==> src/rtl/prefetch_pkg.sv <==
// Shared prefetcher definitions: default table geometry and the per-entry record.
package prefetch_pkg;
  localparam int LOG_VEC_SIZE_DEF = 3;
  localparam int TAG_SIZE_DEF     = 64;

  // One tag-table entry at the default geometry; age 0 is most recently used.
  typedef struct packed {
    logic [TAG_SIZE_DEF-1:0]     tag;
    logic                        valid;
    logic [LOG_VEC_SIZE_DEF-1:0] age;
  } entry_t;
endpackage

==> src/rtl/tag_match.sv <==
// Combinational associative search: hit plus lowest matching index over valid entries.
module tag_match #(
  parameter int LOG_VEC_SIZE = 3,
  parameter int TAG_SIZE     = 64
) (
  input  logic [TAG_SIZE-1:0]                       tag,
  input  logic [(1<<LOG_VEC_SIZE)-1:0]              valid,
  input  logic [(1<<LOG_VEC_SIZE)-1:0][TAG_SIZE-1:0] tags,
  output logic                                      hit,
  output logic [LOG_VEC_SIZE-1:0]                   idx
);
  localparam int VEC_SIZE = 1 << LOG_VEC_SIZE;

  // Scan high to low so the lowest matching index is the one left standing.
  always_comb begin
    hit = 1'b0;
    idx = '0;
    for (int i = VEC_SIZE - 1; i >= 0; i--) begin
      if (valid[i] && tags[i] == tag) begin
        hit = 1'b1;
        idx = LOG_VEC_SIZE'(i);
      end
    end
  end
endmodule

==> src/rtl/tag_table_lru.sv <==
// Fully associative stream-tag table with true-LRU replacement for the prefetcher.
module tag_table_lru
  import prefetch_pkg::*;
#(
  parameter int LOG_VEC_SIZE = LOG_VEC_SIZE_DEF,
  parameter int TAG_SIZE     = TAG_SIZE_DEF
) (
  input  logic                    clk,
  input  logic                    resetN,
  input  logic                    lookupValid,
  input  logic [TAG_SIZE-1:0]     lookupTag,
  output logic                    lookupRespValid,
  output logic                    lookupHit,
  output logic [LOG_VEC_SIZE-1:0] lookupIdx,
  input  logic                    insertValid,
  input  logic [TAG_SIZE-1:0]     insertTag,
  output logic                    insertDone,
  output logic [LOG_VEC_SIZE-1:0] insertIdx,
  output logic                    evictValid,
  output logic [TAG_SIZE-1:0]     evictTag,
  input  logic                    invalValid,
  input  logic [LOG_VEC_SIZE-1:0] invalIdx,
  output logic [LOG_VEC_SIZE:0]   count,
  output logic                    full
);
  localparam int VEC_SIZE = 1 << LOG_VEC_SIZE;

  typedef struct packed {
    logic [TAG_SIZE-1:0]     tag;
    logic                    valid;
    logic [LOG_VEC_SIZE-1:0] age;
  } ent_t;

  ent_t ent_q [VEC_SIZE];
  ent_t ent_d [VEC_SIZE];

  logic                    resp_vld_q, resp_vld_d, resp_hit_q, resp_hit_d;
  logic [LOG_VEC_SIZE-1:0] resp_idx_q, resp_idx_d, ins_idx_q, ins_idx_d;
  logic                    ins_done_q, ins_done_d, evict_vld_q, evict_vld_d;
  logic [TAG_SIZE-1:0]     evict_tag_q, evict_tag_d;
  logic [LOG_VEC_SIZE:0]   count_q, count_d;
  logic                    full_q, full_d;

  logic [VEC_SIZE-1:0]               valid_cur, valid_post;
  logic [VEC_SIZE-1:0][TAG_SIZE-1:0] tags_cur;
  logic                    lk_hit, in_hit, free_any, evict, touch_en;
  logic [LOG_VEC_SIZE-1:0] lk_idx, in_idx, free_idx, lru_idx, ins_idx, touch_idx;

  // Flatten entry state for the matchers; insert dedup sees the post-invalidate view.
  always_comb begin
    valid_cur = '0;
    tags_cur  = '0;
    for (int i = 0; i < VEC_SIZE; i++) begin
      valid_cur[i] = ent_q[i].valid;
      tags_cur[i]  = ent_q[i].tag;
    end
    valid_post = valid_cur;
    if (invalValid) valid_post[invalIdx] = 1'b0;
  end

  tag_match #(.LOG_VEC_SIZE(LOG_VEC_SIZE), .TAG_SIZE(TAG_SIZE)) u_lookup_match (
    .tag(lookupTag), .valid(valid_cur), .tags(tags_cur), .hit(lk_hit), .idx(lk_idx)
  );

  tag_match #(.LOG_VEC_SIZE(LOG_VEC_SIZE), .TAG_SIZE(TAG_SIZE)) u_insert_match (
    .tag(insertTag), .valid(valid_post), .tags(tags_cur), .hit(in_hit), .idx(in_idx)
  );

  // Victim choice: existing copy, else lowest free slot, else the LRU entry.
  always_comb begin
    free_any = 1'b0;
    free_idx = '0;
    lru_idx  = '0;
    for (int i = VEC_SIZE - 1; i >= 0; i--) begin
      if (!valid_post[i]) begin
        free_any = 1'b1;
        free_idx = LOG_VEC_SIZE'(i);
      end
      if (ent_q[i].age == LOG_VEC_SIZE'(VEC_SIZE - 1)) lru_idx = LOG_VEC_SIZE'(i);
    end
    ins_idx   = in_hit ? in_idx : (free_any ? free_idx : lru_idx);
    evict     = insertValid && !in_hit && !free_any;
    touch_en  = insertValid || (lookupValid && lk_hit);
    touch_idx = insertValid ? ins_idx : lk_idx;
  end

  // Next entry state: invalidate, write the insert, then apply the single LRU touch.
  always_comb begin
    count_d = '0;
    for (int j = 0; j < VEC_SIZE; j++) begin
      ent_d[j]       = ent_q[j];
      ent_d[j].valid = valid_post[j];
      if (insertValid && ins_idx == LOG_VEC_SIZE'(j)) begin
        ent_d[j].valid = 1'b1;
        ent_d[j].tag   = insertTag;
      end
      if (touch_en) begin
        if (touch_idx == LOG_VEC_SIZE'(j))               ent_d[j].age = '0;
        else if (ent_q[j].age < ent_q[touch_idx].age) ent_d[j].age = ent_q[j].age + 1'b1;
      end
      count_d = count_d + (LOG_VEC_SIZE+1)'(ent_d[j].valid);
    end
    full_d = (count_d == (LOG_VEC_SIZE+1)'(VEC_SIZE));
  end

  // Response pulses; lookup answers from the pre-update state.
  always_comb begin
    resp_vld_d  = lookupValid;
    resp_hit_d  = lookupValid && lk_hit;
    resp_idx_d  = (lookupValid && lk_hit) ? lk_idx : '0;
    ins_done_d  = insertValid;
    ins_idx_d   = insertValid ? ins_idx : '0;
    evict_vld_d = evict;
    evict_tag_d = evict ? ent_q[lru_idx].tag : '0;
  end

  // State and output registers; reset clears the table and restores ages to index order.
  always_ff @(posedge clk) begin
    if (!resetN) begin
      for (int i = 0; i < VEC_SIZE; i++) begin
        ent_q[i].tag   <= '0;
        ent_q[i].valid <= 1'b0;
        ent_q[i].age   <= LOG_VEC_SIZE'(i);
      end
      resp_vld_q  <= 1'b0;
      resp_hit_q  <= 1'b0;
      resp_idx_q  <= '0;
      ins_done_q  <= 1'b0;
      ins_idx_q   <= '0;
      evict_vld_q <= 1'b0;
      evict_tag_q <= '0;
      count_q     <= '0;
      full_q      <= 1'b0;
    end else begin
      for (int i = 0; i < VEC_SIZE; i++) ent_q[i] <= ent_d[i];
      resp_vld_q  <= resp_vld_d;
      resp_hit_q  <= resp_hit_d;
      resp_idx_q  <= resp_idx_d;
      ins_done_q  <= ins_done_d;
      ins_idx_q   <= ins_idx_d;
      evict_vld_q <= evict_vld_d;
      evict_tag_q <= evict_tag_d;
      count_q     <= count_d;
      full_q      <= full_d;
    end
  end

  assign lookupRespValid = resp_vld_q;
  assign lookupHit       = resp_hit_q;
  assign lookupIdx       = resp_idx_q;
  assign insertDone      = ins_done_q;
  assign insertIdx       = ins_idx_q;
  assign evictValid      = evict_vld_q;
  assign evictTag        = evict_tag_q;
  assign count           = count_q;
  assign full            = full_q;
endmodule
==> config.mk <==
export PLATFORM = sky130hd
export DESIGN_NAME = tag_table_lru
export DESIGN_NICKNAME = d
export VERILOG_FILES = /design/src/rtl/prefetch_pkg.sv /design/src/rtl/tag_match.sv /design/src/rtl/tag_table_lru.sv
export SDC_FILE = /design/constraint.sdc
export NUM_CORES = 2
export LEC_CHECK = 0
export CAP_MARGIN = 15
export CORE_MARGIN = 2
export CORE_UTILIZATION = 25
export CTS_BUF_LIST = sky130_fd_sc_hd__clkbuf_4 sky130_fd_sc_hd__clkbuf_8
export DETAILED_ROUTE_END_ITERATION = 16
export PLACE_DENSITY = 0.45
export SLEW_MARGIN = 40
export SYNTH_ARGS = -nofsm -noshare
export SYNTH_HDL_FRONTEND = slang
export SYNTH_HIERARCHICAL = 1
export SYNTH_SLANG_ARGS = --single-unit
export TNS_END_PERCENT = 100
==> constraint.sdc <==
create_clock -name clk -period 7.4 [get_ports clk]
set_clock_uncertainty 0.15 [all_clocks]
set_input_delay 0.74 -clock clk [delete_from_list [all_inputs] [get_ports clk]]
set_output_delay 0.74 -clock clk [all_outputs]
set_load 0.01 [all_outputs]
# Word level (Yosys, flattened, before mapping)
# Memory sizes are Yosys's and may differ from the RTL's. A register that Yosys moved wholly into a read port is not among the register bits.
# Index checks and enable logic that the tools add are counted.
# op_classes
n_eq_ne,39
reduce_logical,37
order_cmp,10
bitwise,10
add_sub_neg,15
muxes,104
# op_table
op,count
64-bit == test,16
68-bit two-way mux,8
65-bit two-way mux,8
3-bit two-way mux,59
3-bit == test (second input constant),16
1-bit logical AND,28
1-bit two-way mux,27
3-bit by 1-bit adder with 3-bit output (second input constant),8
3-bit < comparator,8
4-bit by 1-bit adder with 4-bit output,4
3-bit by 2-bit == test with 1-bit output (second input constant),4
8-bit AND,1
8-bit two-way mux,1
8-bit inverter,1
1-bit bitwise OR,8
3-bit by 1-bit == test with 1-bit output (second input constant),2
3-bit logical NOT,2
2-bit AND reduction,3
3-bit by 1-bit adder with 4-bit output,1
4-bit == test (second input constant),1
3-bit by 4-bit < comparator with 1-bit output (second input constant),1
2-bit by 1-bit adder with 3-bit output,1
1-bit demux with 3-bit select,1
3-bit by 1-bit >= comparator with 1-bit output (second input constant),1
3 further kinds,5
# totals
in_bits,136
register_bits,15
elab_cells,224
ramBits,544
n_memories,1
# memory_table
memory,depth,word_bits,read_ports,rd_clocked_by_memory_dff,write_ports,line,source
ent_q,8,68,10,1,8,tag_table_lru.sv:34,ent_t ent_q [VEC_SIZE];

# Depth between registers and ports, before layout
# logic_depth
word_depth,28
mapped_depth,27
mapped_depth_nobuf,26

# Modules after synthesis
# Netlist, hierarchy kept.
# modules_own_cells
mod,cells_each,instances,area_each_um2,seq_area_each_um2
tag_table_lru,3039,1,26878.3,15795.1
tag_match,851,2,6167.2,0.0

# Worst setup path after synthesis
# OpenSTA, ideal clock, no wires.
# synth_timing
path_kind,input port to flip-flop
start,in insertTag[10]
end,reg full_q (netlist: full)
setup_ps,91
path_buffers,3
arrival_time_ps,6136
t_required_ps,7159
setup_slack_ps,1023
path_stages,23
cell_sequence,clkbuf_1 -> xor2_1 -> or4_1 -> or4_1 -> or4_4 -> nand2_1 -> or3_1 -> nand3b_1 -> a41oi_2 -> a32o_1 -> nand3_1 -> clkbuf_1 -> clkbuf_1 -> nand2_1 -> fa_1 -> inv_1 -> fa_1 -> inv_1 -> ha_1 -> inv_1 -> fa_1 -> xnor2_1 -> nor4bb_1
# synth_lines
item,line,source
from (decl),tag_table_lru.sv:16,"input logic [TAG_SIZE-1:0] insertTag,"
to (signal assigned),tag_table_lru.sv:144,full_q <= full_d;
to (decl),tag_table_lru.sv:42,"logic full_q, full_d;"

# Worst setup path after layout
# layout_timing
start,in insertTag[11]
end,reg full_q (netlist: full)
# layout_via
elab_chain_cells,22
elab_cells_between_ends,65
classes_between,add/sub: 7; eq/ne: 16; mux: 25; reduce/logical: 17
# layout_rtl
item,line,source
64-bit == test,tag_match.sv:19,if (valid[i] && tags[i] == tag) begin
1-bit logical AND,tag_match.sv:19,
3-bit two-way mux (7 in series),tag_match.sv:19,
3-bit two-way mux *,tag_match.sv:19,
via in_idx[0],tag_table_lru.sv:47,"logic [LOG_VEC_SIZE-1:0] lk_idx, in_idx, free_idx, lru_idx, ins_idx, touch_idx;"
3-bit two-way mux *,tag_table_lru.sv:81,ins_idx = in_hit ? in_idx : (free_any ? free_idx : lru_idx);
3-bit by 1-bit == test with 1-bit output or 3-bit logical NOT (tied branches),tag_table_lru.sv:93,if (insertValid && ins_idx == LOG_VEC_SIZE'(j)) begin
1-bit logical AND,tag_table_lru.sv:93,
65-bit two-way mux,tag_table_lru.sv:93,
1-bit by 1-bit adder with 2-bit output,tag_table_lru.sv:101,count_d = count_d + (LOG_VEC_SIZE+1)'(ent_d[j].valid);
2-bit by 1-bit adder with 3-bit output,tag_table_lru.sv:101,
3-bit by 1-bit adder with 4-bit output,tag_table_lru.sv:101,
4-bit by 1-bit adder with 4-bit output (3 in series),tag_table_lru.sv:101,
4-bit by 1-bit adder with 4-bit output *,tag_table_lru.sv:101,
4-bit == test *,tag_table_lru.sv:103,full_d = (count_d == (LOG_VEC_SIZE+1)'(VEC_SIZE));
# The timed path passes the listed nets; every way through them passes the cells marked *.
# A chain may end at the register's enable or synchronous reset.

==> flow_metrics.env <==
export IMPL_cpPeakStageDelay_ns=0.79
export IMPL_die_h_um=400
export IMPL_grt_pass1_vias=39700
export IMPL_cp_max_fo=6
export IMPL_clock_sinks=623
export IMPL_die_w_um=400
export IMPL_maxSlewViolCount=0
export IMPL_grt_use_met1_pct=51.9
export IMPL_die_area_um2=160000
export IMPL_setup_violations=0
export IMPL_route_detailed_drc=0
export IMPL_antenna_found_initial=39
export IMPL_grtUsageMet3_pct=8.33
export IMPL_synthArstFlopShare_pct=0
export IMPL_place_gp_congestion=1.13
export IMPL_ys_seq_area_share_pct=40.3
export IMPL_outcome="completed"
export IMPL_syn_inst=4741
export IMPL_synth_compound_area_share_pct=10.8
export IMPL_power_mw=13.7
export IMPL_use_met2_pct=59.6
export IMPL_io_buffers=214
export IMPL_slowest_stage="nor4_1"
export IMPL_syn_area_um2=39200
export IMPL_synthXorXnorAreaFrac_pct=18.2
export IMPL_synth_simple_area_share_pct=24.3
export IMPL_numCtsBuffers=130
export IMPL_clk_latency_ns=0.95
export IMPL_ios=215
export IMPL_synth_mux_area_share_pct=0.0766
export IMPL_synthToLayoutAreaGrowth_pct=34.6
export IMPL_dp_hpwl_mm=262
export IMPL_cts_setup_buffers=0
export IMPL_cts_root_buf="clkbuf_8"
export IMPL_htree_levels=4
export IMPL_power_leakage_nw=19.2
export IMPL_clk_path_buf_depth=3
export IMPL_pre_cts_ws_ns=-0.578
export IMPL_synth_top_family_by_area="simple AND/OR/NAND/NOR gates"
export IMPL_grt_usage_pct=39.3
export IMPL_hold_viol=0
export IMPL_cap_violations=0
export IMPL_clk_pin_slew_ns=0.06
export IMPL_synth_top_area_cell="edfxtp_1"
export IMPL_drtIter0Drc=5730
export IMPL_wl_mm=321
export IMPL_nets=5710
export IMPL_dp_cells=7461
export IMPL_placed_area_um2=49900
export IMPL_hold_class="input port to register"
export IMPL_fin_cells=7729
export IMPL_ys_types=83
export IMPL_grt_start_max_net_pins=136
export IMPL_routedWlPerCell_um=41.5
export IMPL_tns_ns=0
export IMPL_synth_top_cell_area_share_pct=25.4
export IMPL_ys_warn_count=6
export IMPL_critPathCaptureType="register"
export IMPL_cts_tree="built"
export IMPL_fin_crit_sh_pct=97.9
export IMPL_design_area_um2=52800
export IMPL_avgSynthCellArea_um2=8.27
export IMPL_yosysMostFrequentCell="nand2_1"
export IMPL_worst_slack_ns=0.157
export IMPL_grt_pass1_wl_mm=408
export IMPL_min_period_ns=7.24
export IMPL_crit_path_start_kind="input port"
export IMPL_synth_common_cells="nand2_1, xnor2_1, nor2_1"
export IMPL_ir_worst_vdd_v=0.000414
export IMPL_synth_seq_cells=623
export IMPL_fmax_mhz=138
export IMPL_final_layout_size_suffix_gt1_share_pct=20.1
export IMPL_ys_top_cells_by_area="edfxtp_1, dfxtp_1, xnor2_1, nand2_1, xor2_1"
export IMPL_start_util_pct=25.1
export IMPL_crit_required_ns=8.08
export IMPL_grt_setup_unrepaired="false"
export IMPL_core_region_area_um2=156000
export IMPL_vias=42800
export IMPL_synth_edf_count=332
export IMPL_synthAdderAreaFrac_pct=1.32
export IMPL_hold_ws_ns=0.0897
export IMPL_syn_nets=4916
export IMPL_powerDensity_nw_per_um2=260
export IMPL_overflow=0
export IMPL_worstSetupPathType="input port to register"
export IMPL_arrival_ns=7.92
export IMPL_slew_limit_headroom_pct=29.7
export IMPL_tightest_slew_ns=1.06
export IMPL_first_pass_iters=6
export IMPL_row_count=145
export IMPL_synth_main_ff_cell="edfxtp_1"
export IMPL_fin_util_pct=33.8
export IMPL_drt_antenna_violating_nets=0
export IMPL_grt_most_used_layer="met2"
export IMPL_via_per_inst=5.53
## layout make-up
cell class                 instances  area (um^2)
antenna                           27         67.6
sequential                       623        15800
inverter                         154          583
tap                             2058         2570
timing repair buffer            1015         9250
fill                           16500       103000
multi-input combinational       3611        21700
clock buffer                     186         2300
clock inverter                    55          454
## report_power, final
part	switching, mW	internal, mW
Combinational	4.06	1.56
Sequential	0.274	3.80
Clock	1.83	2.20
## path summary, 6_finish.rpt
kind	start	endpoint	slack, ns	depth (start not counted)
worst min-delay path	resetN	ent_q[5][16]	0.09	3
worst max-delay path	insertTag[11]	full	0.16	26
worst max register to register	ent_q[1][57]	full	0.19	23
worst min register to register	ent_q[6][38]	ent_q[6][38]	0.38	2
## layer usage
| metal | wire, um | vias to the layer above |
|---|---|---|
| li1 | - | 17900 |
| met1 | 134000 | 21700 |
| met2 | 139000 | 2649 |
| met3 | 27600 | 482 |
| met4 | 20400 | 12 |
| met5 | 81 | - |
## state kept, by name, summed over array words and instances, names as in the netlist
name,flops
count,4
ent_q,544
insertDone,1
evictTag,64
lookupIdx,3
full,1
lookupRespValid,1
lookupHit,1
insertIdx,3
evictValid,1
## what timing repair did
item,in CTS,in global routing
hold buffers,0,0
resized for setup,0,2
setup endpoints to repair,0,1
## cell families after synthesis
kind of cell | Yosys count
DFF | 623
AOI/OAI and AO/OA | 624
muxes | 3
adders and majority gates | 39
xor gates and xnor gates | 815
buffers and inverters | 507
and+or+nand+nor | 2130
## cells in the final DEF (no fill, tap or decap), types with 54 or more instances in the layout
cell	n
nand2_1	1018
buf_4	714
xnor2_1	542
nor2_1	431
edfxtp_1	332
dfxtp_1	291
xor2_1	266
o21ai_0	219
clkdlybuf4s50_1	213
nand3_1	165
nand4_1	161
clkbuf_8	145
inv_1	111
nor4_1	96
buf_12	87
and3_1	75
a31oi_1	70
a311oi_1	66
o22ai_1	56
nand2b_1	54
## worst max-delay path: cells and delay by family
kind / cells / cell delay, ns
adders and majority gates: 5 / 2.06
AOI/OAI and AO/OA: 5 / 0.74
and+or+nand+nor: 7 / 2.79
buffers and inverters: 7 / 1.14
xor gates and xnor gates: 2 / 0.42
(Power assumes the default switching activity.)
